--- config.mk ---
export PLATFORM = sky130hd
export DESIGN_NAME = debug_uart_tx
export DESIGN_NICKNAME = d
export VERILOG_FILES = /design/src/rtl/debug_uart_pkg.sv /design/src/rtl/debug_uart_tx_baud_tick_gen.sv /design/src/rtl/debug_uart_tx.sv
export SDC_FILE = /design/constraint.sdc
export NUM_CORES = 1
export LEC_CHECK = 0
export BUFFER_PORTS_ARGS = -buffer_cell sky130_fd_sc_hd__buf_2
export CAP_MARGIN = 25
export CORE_MARGIN = 2
export CORE_UTILIZATION = 35
export DETAILED_ROUTE_END_ITERATION = 6
export HOLD_SLACK_MARGIN = 0.15
export PLACE_DENSITY = 0.5
export SYNTH_ARGS = -nofsm -noshare
export SYNTH_HDL_FRONTEND = slang
export SYNTH_HIERARCHICAL = 1
export SYNTH_SLANG_ARGS = --single-unit
--- constraint.sdc ---
create_clock -name CLK -period 5.1 [get_ports CLK]
set_clock_uncertainty 0.05 [all_clocks]
set_input_delay 0.255 -clock CLK [delete_from_list [all_inputs] [get_ports CLK]]
set_output_delay 0.255 -clock CLK [all_outputs]
set_load 0.01 [all_outputs]
--- src/rtl/debug_uart_pkg.sv ---
// debug_uart_pkg: shared types and constants for the debug UART transmitter.
// Optional feature macro: DEBUG_UART_PARITY_EN (adds an even-parity bit per frame).
package debug_uart_pkg;

  typedef enum logic [2:0] {IDLE, START, DATA, PARITY, STOP, DONE} uart_state_t;

`ifdef DEBUG_UART_PARITY_EN
  localparam int FRAME_BITS = 11;
`else
  localparam int FRAME_BITS = 10;
`endif

  function automatic int calc_div(input int clk_freq, input int baud);
    return clk_freq / baud;
  endfunction

endpackage

--- src/rtl/debug_uart_tx_baud_tick_gen.sv ---
// baud_tick_gen: free-running bit-period counter, 0..DIV-1.
// Ports:
//   CLK   - system clock, rising edge
//   RST_N - asynchronous reset, active low
//   clr   - synchronous restart of the count at 0
//   tick  - high while the count is DIV-1 (last cycle of a bit)
module baud_tick_gen #(
  parameter int DIV = 434
) (
  input  logic CLK,
  input  logic RST_N,
  input  logic clr,
  output logic tick
);

  localparam int CW = (DIV > 1) ? $clog2(DIV) : 1;
  localparam logic [CW-1:0] LAST = CW'(DIV - 1);

  logic [CW-1:0] r_cnt;

  assign tick = (r_cnt == LAST);

  always_ff @(posedge CLK or negedge RST_N) begin
    if (!RST_N) begin
      r_cnt <= '0;
    end else if (clr || tick) begin
      r_cnt <= '0;
    end else begin
      r_cnt <= r_cnt + 1'b1;
    end
  end

endmodule

--- src/rtl/debug_uart_tx.sv ---
// debug_uart_tx: sends each accepted 32-bit debug word as BYTES UART frames,
// least significant byte first, then pulses doneSending for one cycle.
// Optional feature macro: DEBUG_UART_PARITY_EN (8E1 instead of 8N1).
// Ports:
//   CLK, RST_N  - clock (rising edge), asynchronous active-low reset
//   tx_flag     - one-cycle send request, accepted only when not busy
//   tx_data     - word to send, latched on acceptance
//   doneSending - one-cycle pulse after the last stop bit
//   busy        - transfer in progress
//   uart_tx     - registered serial line, idle high
//
// state  | meaning
// IDLE   | line idle high, waiting for tx_flag
// START  | start bit (0)
// DATA   | data bits, LSB first
// PARITY | even parity bit (parity build only)
// STOP   | stop bit (1); next byte or DONE
// DONE   | one cycle, doneSending=1, may accept a new word
module debug_uart_tx
  import debug_uart_pkg::*;
#(
  parameter int CLK_FREQ = 50000000,
  parameter int BAUD     = 115200,
  parameter int BYTES    = 4
) (
  input  logic        CLK,
  input  logic        RST_N,
  input  logic        tx_flag,
  input  logic [31:0] tx_data,
  output logic        doneSending,
  output logic        busy,
  output logic        uart_tx
);

  localparam int DIV = calc_div(CLK_FREQ, BAUD);
  localparam logic [1:0] LAST_BYTE = 2'(BYTES - 1);

  if (DIV < 2) begin : g_div_chk
    $error("debug_uart_tx: CLK_FREQ/BAUD must be >= 2");
  end
  if (BYTES < 1 || BYTES > 4) begin : g_bytes_chk
    $error("debug_uart_tx: BYTES must be 1..4");
  end

  uart_state_t r_state, w_state_nxt;
  logic [31:0] r_shadow;
  logic [2:0]  r_bit_idx, w_bit_nxt;
  logic [1:0]  r_byte_idx, w_byte_nxt;
  logic        r_tx, w_tx_nxt;
  logic        w_tick, w_clr, w_accept;
  logic [7:0]  w_byte;

  // Bit counter restarts on every state entry, and is held at 0 while idle.
  assign w_clr    = (w_state_nxt != r_state) || (r_state == IDLE);
  assign w_accept = tx_flag && ((r_state == IDLE) || (r_state == DONE));
  assign w_byte   = r_shadow[{r_byte_idx, 3'b000} +: 8];

  baud_tick_gen #(.DIV(DIV)) u_tick (
    .CLK   (CLK),
    .RST_N (RST_N),
    .clr   (w_clr),
    .tick  (w_tick)
  );

  always_comb begin
    w_state_nxt = r_state;
    w_bit_nxt   = r_bit_idx;
    w_byte_nxt  = r_byte_idx;
    case (r_state)
      IDLE, DONE: begin
        if (tx_flag) begin
          w_state_nxt = START;
          w_byte_nxt  = 2'd0;
        end else begin
          w_state_nxt = IDLE;
        end
      end
      START: begin
        if (w_tick) begin
          w_state_nxt = DATA;
          w_bit_nxt   = 3'd0;
        end
      end
      DATA: begin
        if (w_tick) begin
          if (r_bit_idx == 3'd7) begin
`ifdef DEBUG_UART_PARITY_EN
            w_state_nxt = PARITY;
`else
            w_state_nxt = STOP;
`endif
          end else begin
            w_bit_nxt = r_bit_idx + 3'd1;
          end
        end
      end
`ifdef DEBUG_UART_PARITY_EN
      PARITY: begin
        if (w_tick) w_state_nxt = STOP;
      end
`endif
      STOP: begin
        if (w_tick) begin
          if (r_byte_idx == LAST_BYTE) begin
            w_state_nxt = DONE;
          end else begin
            w_byte_nxt  = r_byte_idx + 2'd1;
            w_state_nxt = START;
          end
        end
      end
      default: w_state_nxt = IDLE;
    endcase
  end

  // Line value is computed from the next state so the registered pin changes
  // on the same edge as the state; the byte index only moves while entering
  // START, where the line is 0 regardless of the byte.
  always_comb begin
    w_tx_nxt = 1'b1;
    case (w_state_nxt)
      START:   w_tx_nxt = 1'b0;
      DATA:    w_tx_nxt = w_byte[w_bit_nxt];
`ifdef DEBUG_UART_PARITY_EN
      PARITY:  w_tx_nxt = ^w_byte;
`endif
      default: w_tx_nxt = 1'b1;
    endcase
  end

  always_ff @(posedge CLK or negedge RST_N) begin
    if (!RST_N) begin
      r_state    <= IDLE;
      r_shadow   <= '0;
      r_bit_idx  <= '0;
      r_byte_idx <= '0;
      r_tx       <= 1'b1;
    end else begin
      r_state    <= w_state_nxt;
      r_bit_idx  <= w_bit_nxt;
      r_byte_idx <= w_byte_nxt;
      r_tx       <= w_tx_nxt;
      if (w_accept) r_shadow <= tx_data;
    end
  end

  assign uart_tx     = r_tx;
  assign busy        = (r_state != IDLE) && (r_state != DONE);
  assign doneSending = (r_state == DONE);

endmodule
==> results.py <==
metrics = {
    "worst_setup_path": {
        "crit_path_start_kind": "flip-flop",
        "critical_path_arrival_ps": 3350,
        "ff2ff_path_depth": 8,
        "crit_type": "flip-flop to flip-flop",
        "crit_required_ps": 5290,
        "r2r_start": "u_tick/r_cnt[2]",
        "timing.reg2reg.setup_slack_ps": 1940,
        "regToRegEndpoint": "uart_tx",
        "cp-end-kind": "flip-flop",
        "worstPathMaxFanout": 9,
    },
    "min_path": {
        "hold_class": "input port to flip-flop",
        "whs_endpoint": "r_state[0]",
        "min_from": "tx_flag",
        "hold_depth": 3,
    },
    "floorplanning": {
        "core_area_um2": 7176,
        "start_util": 0.3564,
        "die_w_um": 89.48,
        "chipHeight_um": 89.48,
        "pin_count": 38,
        "rows": 31,
        "die_area_um2": 8007,
    },
    "clock_tree": {
        "clk_latency_ps": 300,
        "cts_tree": "yes",
        "htree_levels": 2,
        "cts_resized": 0,
        "cts_made_buffers": 5,
        "clock_sinks": 50,
        "cts.clk_slew.worst_paths_ps": 90,
        "cts_buffer_depth": 2,
        "cts_root_buf": "clkbuf_8",
    },
    "outcome": {
        "outcome": "complete, no violations",
    },
    "yosys": {
        "synth_top_area_share": 0.4795,
        "synth-seq-area-share": 0.4897,
        "avgSynthCellArea_um2": 12.79,
        "netlist_area_um2": 2557,
        "synth-edff-count": 0,
        "netlist_top_cells_area": "dfrtp_1, mux2_2, mux4_2",
        "post-synth-top-count-cell": "dfrtp_1",
        "synth_ff_type": "dfrtp_1",
        "synthDistinctLibCells": 50,
        "synth-seq-cells": 50,
        "synth_top_cell_by_area": "dfrtp_1",
        "async_flop_share": 1.000,
        "synth_fp_nets": 239,
        "ys_top_cells_by_count": "dfrtp_1, mux2_2, inv_1, nand2_1",
        "syn_inst": 200,
        "yosys_warnings": 6,
    },
    "timing": {
        "finalMaxSlewViolations": 0,
        "rsz0062_at_grt": "false",
        "hold_ws_ps": 278.0,
        "slew-limit-headroom": 0.3929,
        "fmax_ghz": 0.3165,
        "tightest_slew_ps": 903.7,
        "finalSetupTns_ps": 0,
        "finalHoldViolations": 0,
        "finalCritPeriodShare": 0.6195,
        "period_minus_slack_ps": 3159,
        "final-setup-viol-count": 0,
    },
    "power": {
        "peakVddDrop_v": 0.0002412,
        "leakage_nw": 1.433,
        "power.density_nw_per_um2": 465.2,
        "power_mw": 1.504,
    },
    "global_routing": {
        "grt_pass1_vias": 1667,
        "grt_max_degree": 51,
        "grt_pass1_wl_mm": 8.293,
        "grt_antenna_before_repair": 0,
        "overflow": 0,
        "track_usage": 0.1352,
    },
    "finish": {
        "nets": 308,
        "regArea_um2": 1252,
        "fillers": 683,
        "multi_input_area_um2": 1194,
        "drive_gt1_frac": 0.3407,
        "syn2layout_area_growth_pct": 26.42,
        "n_antenna_cell": 0,
    },
    "placement": {
        "gp_congestion": 0.7901,
        "place_hpwl_mm": 3.348,
        "port_buffers": 37,
    },
    "drt": {
        "drt_iter0_drc": 87,
        "avgRoutedWirePerCell_um": 13.65,
        "drt_first_pass_iters": 4,
        "avgViaCountPerCell": 4.783,
        "drc": 0,
        "ant_nets": 0,
        "dr_total_vias": 1765,
        "totalWireLength_mm": 5.038,
    },
    "run": {
        "cap_violations": 0,
    },
}
layout by cell type, fill, tap and decap left out, types with 2 or more instances in the layout:
cell and count:
dfrtp_1 49, buf_2 37, dlygate4sd3_1 33, mux2_2 26, inv_1 10, nand2_1 10
nor2_1 8, mux4_2 8, nand3_1 6, mux2i_1 6, mux2_1 6, clkbuf_8 6
nand2b_1 5, or3_1 4, a21oi_1 4, a31oi_1 4, ha_1 4, xor2_1 3
o21ai_0 3, o21ai_1 2, o22ai_1 2, nor3b_1 2, o211ai_1 2, buf_4 2
layer usage:
layer,vias to the layer above,global-route usage,share of wire
met4,0,0.03256,0.0089
met5,-,0,0
met2,24,0.2054,0.47
met1,869,0.1971,0.50
met3,4,0.03139,0.024
li1,868,-,-
cells by family after synthesis:
logic type | count (synthesis) | synth area share
AO/OA/AOI/OAI | 29 | 0.09491
flip-flops | 50 | 0.4897
multiplexers | 46 | 0.2348
AND/OR/NAND/NOR | 47 | 0.1037
buffers and inverters | 20 | 0.04354
XOR/XNOR | 4 | 0.01370
adder cells (fa/ha/maj) | 4 | 0.01957
sequential cells by signal, indices dropped and copies added, names as in the netlist:
| register | flops |
|---|---|
| r_bit_idx | 3 |
| r_byte_idx | 2 |
| r_shadow | 32 |
| r_state | 3 |
| u_tick/r_cnt | 9 |
| uart_tx | 1 |
worst max path at each step:
stage          cells after the start  slack (ps)       to       startpoint
2_1_floorplan                      9        2720  uart_tx  u_tick/r_cnt[2]
3_3_place_gp                       8        2030  uart_tx  u_tick/r_cnt[2]
3_5_place_dp                       8        1910  uart_tx  u_tick/r_cnt[2]
4_1_cts                            8        1910  uart_tx  u_tick/r_cnt[2]
5_1_grt                           10        1600  uart_tx  u_tick/r_cnt[1]
6_report                           8        1940  uart_tx  u_tick/r_cnt[2]
repair_timing:
action,CTS,global route
hold endpoints to repair,81,0
hold buffers,33,0
endpoints found under the setup margin,0,0
buffers inserted,0,0
report_power, final:
group          switching (mW)  internal (mW)  leakage, nW
combinational           0.207          0.333        0.774
sequential              0.150          0.566        0.610
clock                   0.136          0.112       0.0489
through the flow:
| step | worst slack, ps | utilization | cells | cell area (um^2) |
|---|---|---|---|---|
| floorplan | 2719 | - | 200 | 2557 |
| detailed placement | 1906 | 0.3913 | 328 | 2808 |
| global route | 1599 | 0.4506 | 369 | 3233 |
| global placement | 2028 | 0.3913 | 328 | 2808 |
| CTS | 1908 | 0.4506 | 369 | 3233 |
| finish | 1941 | 0.4506 | 369 | 3233 |
layout make-up:
| type | count | share of cell area |
|---|---|---|
| Clock inverter | 1 | 0.002709 |
| Sequential cell | 50 | 0.3874 |
| Timing Repair Buffer | 72 | 0.1641 |
| Inverter | 10 | 0.01161 |
| Multi-Input combinational cell | 130 | 0.3692 |
| Clock buffer | 7 | 0.02670 |
| Tap cell | 99 | 0.03831 |
critical path, stage by stage (launching register included):
cell	delay, ps
dfrtp_1	450
or3_4	430
nor3_1	710
nor2b_2	320
o21ai_2	100
a21oi_2	370
mux2i_1	260
o22ai_1	110
o31a_1	290
Power figures use the tool's default switching activity.
